### config.mk
export PLATFORM = sky130hd
export DESIGN_NAME = sort_frame_loader
export DESIGN_NICKNAME = d
export VERILOG_FILES = /design/src/rtl/sort_frame_loader.sv
export SDC_FILE = /design/constraint.sdc
export NUM_CORES = 1
export LEC_CHECK = 0
export ABC_AREA = 1
export BUFFER_PORTS_ARGS = -buffer_cell sky130_fd_sc_hd__buf_2
export CELL_PAD_IN_SITES_DETAIL_PLACEMENT = 1
export CELL_PAD_IN_SITES_GLOBAL_PLACEMENT = 2
export CORE_ASPECT_RATIO = 0.75
export CORE_MARGIN = 8
export CORE_UTILIZATION = 25
export DETAILED_ROUTE_END_ITERATION = 10
export PLACE_DENSITY = 0.66
export SYNTH_ARGS = -nofsm -noshare
export SYNTH_HDL_FRONTEND = slang
export SYNTH_SLANG_ARGS = --single-unit
### constraint.sdc
create_clock -name clk -period 3.8 [get_ports clk]
set_input_delay 0.95 -clock clk [delete_from_list [all_inputs] [get_ports clk]]
set_output_delay 0.95 -clock clk [all_outputs]
set_load 0.005 [all_outputs]
### src/rtl/sort_frame_loader.sv
// rtl/sort_frame_loader.sv - double-banked 8-entry frame assembler feeding the low-nibble sort network
// Fill bank assembles the incoming frame while the hold bank presents the previous one.
module sort_frame_loader #(
  parameter int                 DATA_W    = 8,
  parameter logic [DATA_W-1:0]  PAD_VALUE = 8'hFF
) (
  input  logic              clk,
  input  logic              rst_n,
  input  logic [DATA_W-1:0] in_data,
  input  logic              in_valid,
  input  logic              in_last,
  output logic              in_ready,
  output logic [DATA_W-1:0] num0,
  output logic [DATA_W-1:0] num1,
  output logic [DATA_W-1:0] num2,
  output logic [DATA_W-1:0] num3,
  output logic [DATA_W-1:0] num4,
  output logic [DATA_W-1:0] num5,
  output logic [DATA_W-1:0] num6,
  output logic [DATA_W-1:0] num7,
  output logic              frame_valid,
  input  logic              frame_ack,
  output logic [3:0]        frame_len,
  output logic [15:0]       frame_count
);

  typedef enum logic {FILL, WAIT} state_t;

  state_t            state_q;
  logic [2:0]        idx_q;
  logic [3:0]        pend_len_q;
  logic [DATA_W-1:0] fill_q [8];
  logic [DATA_W-1:0] fill_d [8];
  logic [DATA_W-1:0] num_q  [8];
  logic [3:0]        frame_len_q;
  logic [3:0]        len_d;
  logic              frame_valid_q;
  logic [15:0]       frame_count_q;

  logic accept;
  logic complete;
  logic hold_free;
  logic transfer;

  assign in_ready  = rst_n && (state_q == FILL);
  assign accept    = in_valid && in_ready;
  assign complete  = accept && ((idx_q == 3'd7) || in_last);
  assign hold_free = !frame_valid_q || frame_ack;
  assign transfer  = ((state_q == FILL) && complete && hold_free) ||
                     ((state_q == WAIT) && frame_ack);
  assign len_d     = (state_q == WAIT) ? pend_len_q : ({1'b0, idx_q} + 4'd1);

  // Padding is applied as the frame closes, so fill_d is always the finished frame on a transfer.
  always_comb begin
    for (int i = 0; i < 8; i++) begin
      fill_d[i] = fill_q[i];
      if (accept) begin
        if (3'(i) == idx_q) begin
          fill_d[i] = in_data;
        end else if (complete && (3'(i) > idx_q)) begin
          fill_d[i] = PAD_VALUE;
        end
      end
    end
  end

  always_ff @(posedge clk or negedge rst_n) begin
    if (!rst_n) begin
      state_q       <= FILL;
      idx_q         <= 3'd0;
      pend_len_q    <= 4'd0;
      frame_len_q   <= 4'd0;
      frame_valid_q <= 1'b0;
      frame_count_q <= 16'd0;
      for (int i = 0; i < 8; i++) begin
        fill_q[i] <= '0;
        num_q[i]  <= '0;
      end
    end else begin
      for (int i = 0; i < 8; i++) begin
        fill_q[i] <= fill_d[i];
      end
      if (transfer) begin
        for (int i = 0; i < 8; i++) begin
          num_q[i] <= fill_d[i];
        end
        frame_len_q   <= len_d;
        frame_valid_q <= 1'b1;
        frame_count_q <= frame_count_q + 16'd1;
        idx_q         <= 3'd0;
        state_q       <= FILL;
      end else begin
        if (frame_ack && frame_valid_q) begin
          frame_valid_q <= 1'b0;
        end
        // A completed frame with a busy hold bank parks in the fill bank until acked.
        if (complete) begin
          pend_len_q <= len_d;
          state_q    <= WAIT;
        end else if (accept) begin
          idx_q <= idx_q + 3'd1;
        end
      end
    end
  end

  assign num0        = num_q[0];
  assign num1        = num_q[1];
  assign num2        = num_q[2];
  assign num3        = num_q[3];
  assign num4        = num_q[4];
  assign num5        = num_q[5];
  assign num6        = num_q[6];
  assign num7        = num_q[7];
  assign frame_valid = frame_valid_q;
  assign frame_len   = frame_len_q;
  assign frame_count = frame_count_q;

endmodule

==> impl.org, run 1 <==
** Clocking
- Number of cells upsized or downsized after cts :: 0
- Cts hold-fix bufs :: 0
- CTS root buf :: sky130_fd_sc_hd__clkbuf_16
- Number of buffers between clock root and the deepest sink :: 2
- Number of setup buffers added after CTS :: 0
- For this design, the sink count on the clock tree is 157.
- The clock reaches the later pin of the worst-skew pair after 430 ps.
- Number of H-tree levels :: 4
- CTS clock-pin slew for the worst setup and hold paths :: 70 ps
- TritonCTS clock tree :: built
- CTS Buf Count :: 17

** Routing
- Drt initial violations :: 293
- For this block, the via count after detailed routing is 5710.
- The final layout contains routed wiring with a total length of 21500 µm.
- Wire segments on met2 add up to 9430 µm in the final route.
- Met1 WL :: 11100 µm
- DRC violation count after routing :: 0
- Met3 wire length :: 756 µm
- Number of detailed-route iterations in the first pass :: 4
- Top layer used by detailed routing :: met4
- The count of nets left with antenna violations once routing finished came out at 0.
- In the routed layout, each cell is associated on average with a via count of 4.21.
- In the final routed layout, each cell accounts on average for 15.9 µm.

** Final layout
- Ratio of cells with drive above 1 in the final layout :: 15.5%
- Number of antenna repair diodes :: 0
- The area growth from synthesis to layout is 21.0%.
- In the final design database the tool counted 975 nets.
- Area of the multi-input gates :: 2660 µm²
- For this run, the number of standard cells in the final layout without fillers is 1355.
- Across the whole layout, storage elements account for 3930 µm².
- Number of filler cells placed in the layout :: 3374

** Power and ir drop
- LEAKAGE :: 4.37 nW
- Cell Pwr Density :: 730 nW/µm²
- VDD sags by at most 0.345 mV.

** Global routing
- Congestion Overflow GR :: 0
- The first global-routing pass estimated 35400 µm of wire.
- The number of antenna violations at the first check in global routing came to 0.
- Largest net degree at the start of global routing :: 158
- Vias in the first global route :: 6180
- All-Layer GR Usage :: 13.2%

** Placed design
- HPWL after detailed placement :: 14800 µm
- Port buffering added 98 buffers.
- The number of placed instances, taps included, is 1323.
- Final weighted congestion in routability-driven placement :: 0.722

** Critical path
- At the worst endpoint, the required time is 4170 ps.
- Arrival time reported for the critical path endpoint :: 2950 ps
- In this run the worst path has a maximum fanout of 40.
- The worst setup path is launched from a flop.
- The startpoint identified for the worst register-to-register timing path is idx_q[0]$_DFFE_PN0P_.
- Kind of end point of the critical path :: flop
- Worst setup startpoint :: idx_q[0]$_DFFE_PN0P_
- By startpoint and endpoint, the worst setup path is classified as reg2reg.

** Timing
- Max Freq :: 0.386 GHz
- RSZ-0062 raised after global routing :: no
- At the pin with the least slew margin, the transition time is 890 ps.
- The worst path uses 68.1% of the clock period.
- Subtracting the final worst setup slack from the clock period gives 2590 ps.
- For the final database, setup skew stands at 9.06 ps.
- The hold violation total from the final report came to 0.
- Worst hold slack :: 479 ps
- Headroom to the max-slew limit came out at 40.7%.
- Max-slew violation total from the final report :: 0
- Count of final setup violators :: 0
- Setup TNS after final layout :: 0 ps

** Job
- # Max-Cap Violations :: 0

** Worst hold path
- HP Start :: num6[4]$_DFFE_PN0P_
- The tightest min-delay check is of the reg2reg type.

** Synthesis
- Distinct cell type count of the synthesized netlist :: 26
- In this run the cell area of the synthesized design comes to 7130 µm².
- In this run the mean area of a mapped cell was 8.32 µm².
- Sequential elements use 55.1% of the synthesized area.
- In the synthesized netlist, the number of instances is 858.
- Post-synth net total :: 876
- Count of synthesis-stage warnings from yosys :: 0
- Post-synthesis sequential element count :: 157

** Floorplanning
- 99 I/O pins were placed.
- The floorplan has 53 rows.
- Die Footprint :: 34300 µm²
- Horizontal die dimension :: 211 µm
- The initial utilization of the core area, before any placement, comes to 25.4%.
- After floorplanning, the core was sized to cover 28100 µm².
- Die Y-Extent :: 162 µm

** Run status
- The flow ran to the end, and the final reports show no timing, DRC or antenna violations.
==> per-layer routing <==
layer	GRT usage, %	vias up
met3	3.33	11
met4	3.43	0
met5	0	-
met1	18.7	2772
li1	-	2865
met2	19.8	62
==> critical path, stage by stage, from the launching register on <==
cell and delay, ps:
sky130_fd_sc_hd__dfrtp_1 480, sky130_fd_sc_hd__ha_1 240, sky130_fd_sc_hd__ha_1 310, sky130_fd_sc_hd__nor2_1 320, sky130_fd_sc_hd__nor2_4 140, sky130_fd_sc_hd__nand2_1 120, sky130_fd_sc_hd__nand2_4 70, sky130_fd_sc_hd__inv_4 370
sky130_fd_sc_hd__buf_4 310, sky130_fd_sc_hd__nand2_1 80, sky130_fd_sc_hd__nand2_1 70
==> metrics by stage <==
stage / power (mW) / area [µm²] / util [%] / setup slack (ps)
global placement: 4.60 / 8030 / 28.6 / 1190
finish: 6.30 / 8630 / 30.8 / 1210
CTS: 6.47 / 8630 / 30.8 / 1170
global route: 6.86 / 8630 / 30.8 / 944
floorplan: 3.73 / 7130 / - / 1810
detailed placement: 4.64 / 8030 / 28.6 / 1140
==> where the power goes <==
group	switching, mW	internal [mW]
combinational	1.09	0.760
sequential	0.389	2.30
clock	0.748	1.02
total	2.23	4.08
==> registers in the layout (all words and copies together) (netlist names), 3 cells and up <==
signal,flops
num2,8
frame_count,16
idx_q,3
num3,8
num5,8
num4,8
num6,8
num0,8
num1,8
fill_q,64
frame_len,4
num7,8
pend_len_q,4
==> logic make-up (layout without fill, tap and decap cells) <==
group / after synthesis / count (layout) / synth area share, %
compound gates: 57 / 57 / 5.12
xor+xnor: 8 / 8 / 0.982
fa+ha+maj: 5 / 5 / 0.877
buf+inv: 121 / 233 / 7.66
flops: 157 / 157 / 55.1
simple gates: 510 / 510 / 30.3
==> area by class of cell <==
| class | count | share of cell area, % |
|---|---|---|
| clock buffers | 19 | 5.25 |
| clock inverters | 13 | 1.74 |
| inverters | 94 | 4.12 |
| multi-input cells | 580 | 30.8 |
| flip-flops and latches | 157 | 45.5 |
| well taps | 385 | 5.58 |
| repair buffers | 107 | 6.97 |
==> cells in the final DEF, fill, tap and decap left out, drive strengths merged <==
master,count
inv,101
buf,107
nand3,69
nand2,369
nand3b,24
nor2,42
clkinv,2
xnor2,3
clkinvlp,2
xor2,5
a21boi,32
clkbuf,19
nand4,6
o21ai,16
dfrtp,157
a21oi,9
ha,5
bufinv,2
==> cell usage after synthesis <==
cell type / instances / area (µm²)
sky130_fd_sc_hd__ha_1: 5 / 62.6
sky130_fd_sc_hd__nand3b_1: 24 / 180
sky130_fd_sc_hd__buf_4: 10 / 75.1
sky130_fd_sc_hd__nand3_4: 1 / 17.5
sky130_fd_sc_hd__inv_2: 2 / 7.51
sky130_fd_sc_hd__nand2_2: 1 / 6.26
sky130_fd_sc_hd__nand4_1: 6 / 37.5
sky130_fd_sc_hd__a21oi_1: 9 / 45.0
sky130_fd_sc_hd__inv_1: 91 / 342
sky130_fd_sc_hd__nand2_1: 366 / 1370
sky130_fd_sc_hd__buf_6: 5 / 56.3
sky130_fd_sc_hd__o21ai_0: 13 / 65.1
sky130_fd_sc_hd__nor2_2: 1 / 6.26
sky130_fd_sc_hd__xnor2_1: 3 / 26.3
sky130_fd_sc_hd__nor2_1: 38 / 143
sky130_fd_sc_hd__nand3_1: 68 / 340
sky130_fd_sc_hd__clkbuf_2: 1 / 5.00
sky130_fd_sc_hd__o21ai_1: 3 / 15.0
sky130_fd_sc_hd__dfrtp_1: 157 / 3930
sky130_fd_sc_hd__buf_2: 11 / 55.1
sky130_fd_sc_hd__xor2_1: 5 / 43.8
sky130_fd_sc_hd__a21boi_0: 30 / 225
sky130_fd_sc_hd__nor2_4: 3 / 33.8
sky130_fd_sc_hd__a21boi_1: 2 / 15.0
sky130_fd_sc_hd__nand2_4: 2 / 22.5
sky130_fd_sc_hd__inv_4: 1 / 6.26
==> worst paths after layout <==
kind / to / slack, ps / cells after the start
worst max-delay path: num3[7]$_DFFE_PN0P_ / 1210 / 10
worst min-delay path: num6[4]$_DFFE_PN0P_ / 480 / 2
worst max register to register: num3[7]$_DFFE_PN0P_ / 1210 / 10
worst min register to register: num6[4]$_DFFE_PN0P_ / 480 / 2
max in group asynchronous: fill_q[14]$_DFF_PN0_ / 2460 / 2
min in group asynchronous: frame_len[3]$_DFFE_PN0P_ / 680 / 2
(Power assumes the default switching activity.)
==> run 2, diff against run 1 <==
Clock period 3.8 ns to 2.5 ns, I/O delays scaled along.
==> impl.org, run 2 (synthesized netlist as in run 1, its figures left out) <==
** Run status
- Outcome :: complete, no violations

** Final layout
- The sequential cells in the finished layout cover a total of 3930 µm².
- Post-route non-filler standard cell count :: 1371
- Total Nets Final :: 991
- Relative to the synthesized area, the layout overhead comes to 23.0%.
- The register with the most flip-flops in the layout has 64 of them.
- Commonest non-fill, non-tap cells in the layout :: sky130_fd_sc_hd__nand2_1 (366), sky130_fd_sc_hd__dfrtp_1 (157), sky130_fd_sc_hd__buf_2 (97), sky130_fd_sc_hd__inv_1 (91), sky130_fd_sc_hd__nand3_1 (68)
- Ratio of cells with drive above 1 in the final layout :: 16.4%
- Number of antenna repair diodes :: 0
- Most common cell after layout, fill and taps aside :: sky130_fd_sc_hd__nand2_1
- Counting the fill cells in the layout gives 3358.
- Area of the multi-input gates :: 2660 µm²
- fill_q holds more flip-flops than any other register.

** Timing
- Slew at the pin closest to its max-slew limit :: 885 ps
- Max Freq :: 0.452 GHz
- After layout, the worst path uses 88.5% of the clock period.
- Setup TNS after final layout :: 0 ps
- Setup repair after global routing left no endpoint under its margin.
- PnR worst setup slack :: 287 ps
- Between clock sinks in the finished design, the worst skew comes to 9.85 ps.
- Worst slew margin relative to its limit :: 41.0%
- Setup violations remaining at the end of the flow were counted as 0.
- The hold violation total from the final report is 0.
- The final max-slew violation count is 0.
- The smallest clock period supported by the final layout is computed as 2210 ps.

** Critical path
- Worst setup path category :: reg2reg
- Cells on worst reg2reg path :: 11
- Startpoint Class :: flop
- Kind of end point of the critical path :: flop
- The endpoint identified for the worst register-to-register timing path is num4[2]$_DFFE_PN0P_.
- Required time worst endpoint :: 2820 ps
- At the worst endpoint, the arrival time is 2540 ps.
- The critical path starts at idx_q[1]$_DFFE_PN0P_.
- In this run the worst setup path terminates at num4[2]$_DFFE_PN0P_.
- Start of the worst register-to-register path :: idx_q[1]$_DFFE_PN0P_
- Setup slack on the worst reg-to-reg path comes out at 290 ps.
- In this run the worst path has a maximum fanout of 16.

** Clocking
- Number of cells upsized or downsized after cts :: 0
- Once the clock tree was built, the setup fixing pass inserted 0 buffers.
- CTS Buf Count :: 17
- At the later pin of the worst-skew pair, clock insertion delay measures 440 ps.
- CTS clock-pin slew for the worst setup and hold paths :: 60 ps
- Number of H-tree levels :: 4
- TritonCTS built the clock tree.
- Cts hold-fix bufs :: 0
- Clock tree sinks :: 157
- CTS root buf :: sky130_fd_sc_hd__clkbuf_16
- Counting along the longest clock path gives a buffer depth of 2.

** Routing
- Number of detailed-route iterations in the first pass :: 4
- After detailed routing, the average wire length per cell comes to 15.9 µm.
- Drt initial violations :: 265
- For this block, the via count after detailed routing is 5757.
- ANT nets after route :: 0
- Total Routed Length :: 21800 µm
- Vias per std cell :: 4.20
- In the routed design, unresolved DRC markers number 0.

** Global routing
- All-Layer GR Usage :: 13.4%
- Vias in the first global route :: 6155
- Congestion Overflow GR :: 0
- Initial antenna violation count :: 0
- First-pass GRT wire length :: 35800 µm
- Largest net degree at the start of global routing :: 158

** Worst hold path
- Class of the tightest hold or removal check :: in2async

** Power and ir drop
- In this run the static leakage power is 4.46 nW.
- Max IR drop VDD :: 0.515 mV
- Cell Pwr Density :: 1110 nW/µm²
- Overall power after layout :: 9.78 mW

** Floorplanning
- Number of rows in the core area :: 53
- Core area :: 28100 µm²
- The floorplan step defined a die boundary enclosing 34300 µm².
- Die Y-Extent :: 162 µm
- From left edge to right edge, the die measures 211 µm.
- Top Ports :: 99
- Once the floorplan was initialized, standard cells occupied 25.4% of the core.

** Placed design
- HPWL after detailed placement :: 15100 µm
- Counting tap cells, the placed design contains a total of 1339 instances.
- At the end of routability-driven placement, the weighted congestion stood at 0.731.
- Before CTS, the worst setup slack after placement is 309 ps.
- Number of port buffers :: 98

** Job
- Across the run, the number of max-cap violations was 0.
run 2: cell types whose count changed in the layout (fill, tap and decap cells not counted), sizes merged:
cell      delta
clkinv       -2
inv          -6
clkinvlp     +2
clkbuf       +4
bufinv       +2
buf         +16
run 2: worst min path at each step:
stage / to / cells after the start / slack [ps]
2_1_floorplan: fill_q[0]$_DFF_PN0_ / 0 / 330
3_3_place_gp: frame_len[2]$_DFFE_PN0P_ / 2 / 460
3_5_place_dp: num7[3]$_DFFE_PN0P_ / 2 / 460
4_1_cts: frame_len[2]$_DFFE_PN0P_ / 2 / 420
5_1_grt: frame_count[14]$_DFFE_PN0P_ / 2 / 430
6_report: frame_len[2]$_DFFE_PN0P_ / 2 / 370
run 2: critical path, stage by stage (launching register included):
cell	delay, ps
sky130_fd_sc_hd__dfrtp_1	450
sky130_fd_sc_hd__ha_1	220
sky130_fd_sc_hd__ha_1	190
sky130_fd_sc_hd__buf_4	170
sky130_fd_sc_hd__inv_1	50
sky130_fd_sc_hd__nand2_1	140
sky130_fd_sc_hd__nand3_1	150
sky130_fd_sc_hd__nand2_1	60
sky130_fd_sc_hd__nand2_1	380
sky130_fd_sc_hd__nand2_1	110
sky130_fd_sc_hd__nand3_1	110
sky130_fd_sc_hd__nand2_1	60
run 2: final cells by class:
| cell class | count | area share, % |
|---|---|---|
| flip-flops and latches | 157 | 44.8 |
| multi-input cells | 580 | 30.3 |
| repair buffers | 123 | 8.23 |
| well taps | 385 | 5.49 |
| clock buffers | 23 | 5.33 |
| inverters | 94 | 4.05 |
| clock inverters | 9 | 1.81 |
run 2: where the power goes:
part / internal (mW) / switching, mW / total [mW] / leakage (nW)
clock: 1.73 / 1.09 / 2.82 / 0.290
combinational: 1.20 / 1.71 / 2.91 / 2.44
sequential: 3.49 / 0.553 / 4.05 / 1.73
total: 6.42 / 3.36 / 9.78 / 4.46
run 2: per-stage QoR:
step / hold WS (ps) / cell area (µm²) / util, %
6_report: 373 / 8770 / 31.3
5_1_grt: 427 / 8770 / 31.3
4_1_cts: 421 / 8770 / 31.3
3_5_place_dp: 460 / 8150 / 29.0
3_3_place_gp: 456 / 8150 / 29.0
2_1_floorplan: 329 / 7130 / -
run 2: metal layers:
layer  part of all wire, %  GRT usage, %
met5                     0             0
met4                   1.2          4.29
met3                   3.9          3.24
met2                    45          20.4
met1                    50          18.6
==> run 3, diff against run 2 <==
Settings changed: CORE_UTILIZATION 25 to 34, PLACE_DENSITY 0.66 to 0.84.
==> impl.org, run 3 (synthesized netlist as in run 1, its figures left out) <==
** Timing
- Count of final setup violators :: 0
- Slew at the pin closest to its max-slew limit :: 861 ps
- PnR worst setup slack :: 166 ps
- For this run, the top clock speed supported by timing is 0.428 GHz.
- Minimum clock period after layout :: 2330 ps
- RSZ-0062 raised after global routing :: no
- In this run the tightest slew margin relative to its limit is 42.6%.
- Final period util :: 93.4%
- Max-slew violation total from the final report :: 0
- Layout Skew :: 8.25 ps
- Final hold violation count :: 0
- In the final timing run, aggregate negative setup slack is 0 ps.

** Critical path
- By startpoint and endpoint, the worst setup path is classified as reg2reg.
- Kind of end point of the critical path :: flop
- Of all nets on the critical path, the largest fanout is 52.
- In this design, the stage delay of the slowest critical-path cell is 510 ps.
- Arrival time reported for the critical path endpoint :: 2690 ps
- At the worst endpoint, the required time is 2860 ps.
- Startpoint Class :: flop
- Walking the worst path, the cells encountered are ha_1, ha_1, nor2_1, nor2_4, nand2_1, nand2_4, buf_4, nand3_1, nand2_1.
- Worst-path cell with the longest stage delay :: sky130_fd_sc_hd__buf_4

** Routing
- Number of detailed-route iterations in the first pass :: 4
- In this run, the number of DRC markers left after iteration 0 of detailed routing was 367.
- DRC violation count after routing :: 0
- Summed over all layers, the routed wires come to 20200 µm.
- The count of nets left with antenna violations once routing finished came out at 0.
- Number of vias in the routed layout :: 5888
- Vias per std cell :: 4.65
- Wirelength per Cell :: 16.0 µm

** Floorplanning
- The die covers 25900 µm².
- Horizontal die dimension :: 183 µm
- Core area :: 20900 µm²
- After floorplanning, the core was divided into 46 placement rows.
- 99 I/O pins were placed.
- Once the floorplan was initialized, standard cells occupied 34.1% of the core.
- Die Y-Extent :: 141 µm

** Global routing
- The number of global-route vias before repair is 6027.
- All-Layer GR Usage :: 16.3%
- Largest net degree at the start of global routing :: 158
- First-pass GRT wire length :: 33300 µm
- Congestion Overflow GR :: 0
- The number of antenna violations at the first check in global routing came to 0.

** Final layout
- Max FFs per register :: 64
- Total Nets Final :: 985
- Area of all placed cells without fillers :: 8640 µm²
- The register with the most flip-flops in the final layout is fill_q.
- Relative to the synthesized area, the layout overhead comes to 21.1%.
- Most common cell after layout, fill and taps aside :: sky130_fd_sc_hd__nand2_1
- The layout has 2545 filler cells.
- Commonest non-fill, non-tap cells in the layout :: sky130_fd_sc_hd__nand2_1 (366), sky130_fd_sc_hd__dfrtp_1 (157), sky130_fd_sc_hd__buf_2 (97), sky130_fd_sc_hd__inv_1 (91), sky130_fd_sc_hd__nand3_1 (68)
- Ratio of cells with drive above 1 in the final layout :: 16.1%
- The repair_antennas step left the layout with diodes totalling 0.

** Clocking
- TritonCTS clock tree :: built
- CTS root buf :: sky130_fd_sc_hd__clkbuf_16
- Buffers added to address setup during post-CTS repair amount to 0.
- CTS clock-pin slew for the worst setup and hold paths :: 60 ps
- In this run the number of H-tree levels came out at 4.
- Number of buffers between clock root and the deepest sink :: 2
- The number of gates resized after CTS was 0.
- The number of clock buffers added by TritonCTS is 17.
- Cts hold-fix bufs :: 0
- Clock tree sinks :: 157
- For the worst-skew pair, the clock arrives at the later sink with an insertion delay of 430 ps.

** Power and ir drop
- LEAKAGE :: 4.45 nW
- Dividing total power by cell area gives a power density of 1140 nW/µm².
- Across the VDD grid, the largest voltage drop is 0.432 mV.

** Placed design
- Placement Setup Slack :: 198 ps
- Cell Area, Placed :: 7980 µm²
- Buffers placed on the I/O ports in this run total 98.
- Routability-driven placement finished with a final weighted congestion of 0.769.
- The wire-length estimate of the detail-placed layout is 13800 µm.

** Worst hold path
- The min-delay analysis places its worst path in the category in2async.

** Job
- Max-cap violations in this run came to 0.

** Run status
- The run finished with clean final reports.
[run 3: cell types whose count changed in the layout (fill, tap and decap cells not counted)]
cell / change
sky130_fd_sc_hd__buf_4: -6
sky130_fd_sc_hd__bufinv_16: +2
sky130_fd_sc_hd__clkbuf_1: -3
sky130_fd_sc_hd__clkbuf_8: -1
sky130_fd_sc_hd__clkinv_2: +3
sky130_fd_sc_hd__clkinvlp_4: -1
sky130_fd_sc_hd__inv_6: -1
[run 3: path summary, 6_finish.rpt]
path,start,to,slack [ps],cells after the start
max,idx_q[1]$_DFFE_PN0P_,num5[1]$_DFFE_PN0P_,170,9
min,rst_n,frame_len[1]$_DFFE_PN0P_,350,2
max reg2reg,idx_q[1]$_DFFE_PN0P_,num5[1]$_DFFE_PN0P_,170,9
min reg2reg,num5[6]$_DFFE_PN0P_,num5[6]$_DFFE_PN0P_,470,2
max in group asynchronous,rst_n,fill_q[19]$_DFF_PN0_,1510,2
min in group clk,num5[6]$_DFFE_PN0P_,num5[6]$_DFFE_PN0P_,470,2
[run 3: final cells by class]
type / instances / area (µm²) / share of cell area [%]
multi-input cells: 580 / 2660 / 30.8
clock buffers: 19 / 443 / 5.13
inverters: 94 / 355 / 4.11
flip-flops and latches: 157 / 3930 / 45.5
clock inverters: 12 / 218 / 2.52
repair buffers: 117 / 677 / 7.83
well taps: 288 / 360 / 4.17
[run 3: routing by layer]
metal,track usage (%),up-vias,share of wire [%]
li1,-,2875,-
met1,23.6,2902,50
met2,24.1,100,44
met3,3.70,11,4.9
met4,4.40,0,1.0
met5,0,-,0
[run 3: worst max-delay path: cells and delay by family, from the launching register on]
kind | cells | cell delay [ps]
flops | 1 | 470
buf+inv | 1 | 510
fa+ha+maj | 2 | 350
simple gates | 6 | 880
[run 3: metrics by stage]
step                util, %  hold WS [ps]  cells  power [mW]
detailed placement     38.2           460   1236        7.03
global placement       38.2           458   1236        6.93
finish                 41.4           350   1267        9.89
global route           41.4           453   1267        10.6
floorplan                 -           329    858        5.67
CTS                    41.4           423   1267        10.1
[run 3: power breakdown]
| group | total [mW] | switching, mW | internal, mW | leakage [nW] |
|---|---|---|---|---|
| registers | 4.06 | 0.564 | 3.50 | 1.73 |
| logic | 2.88 | 1.70 | 1.18 | 2.41 |
| clock network | 2.95 | 1.06 | 1.89 | 0.315 |
| total | 9.89 | 3.32 | 6.57 | 4.45 |
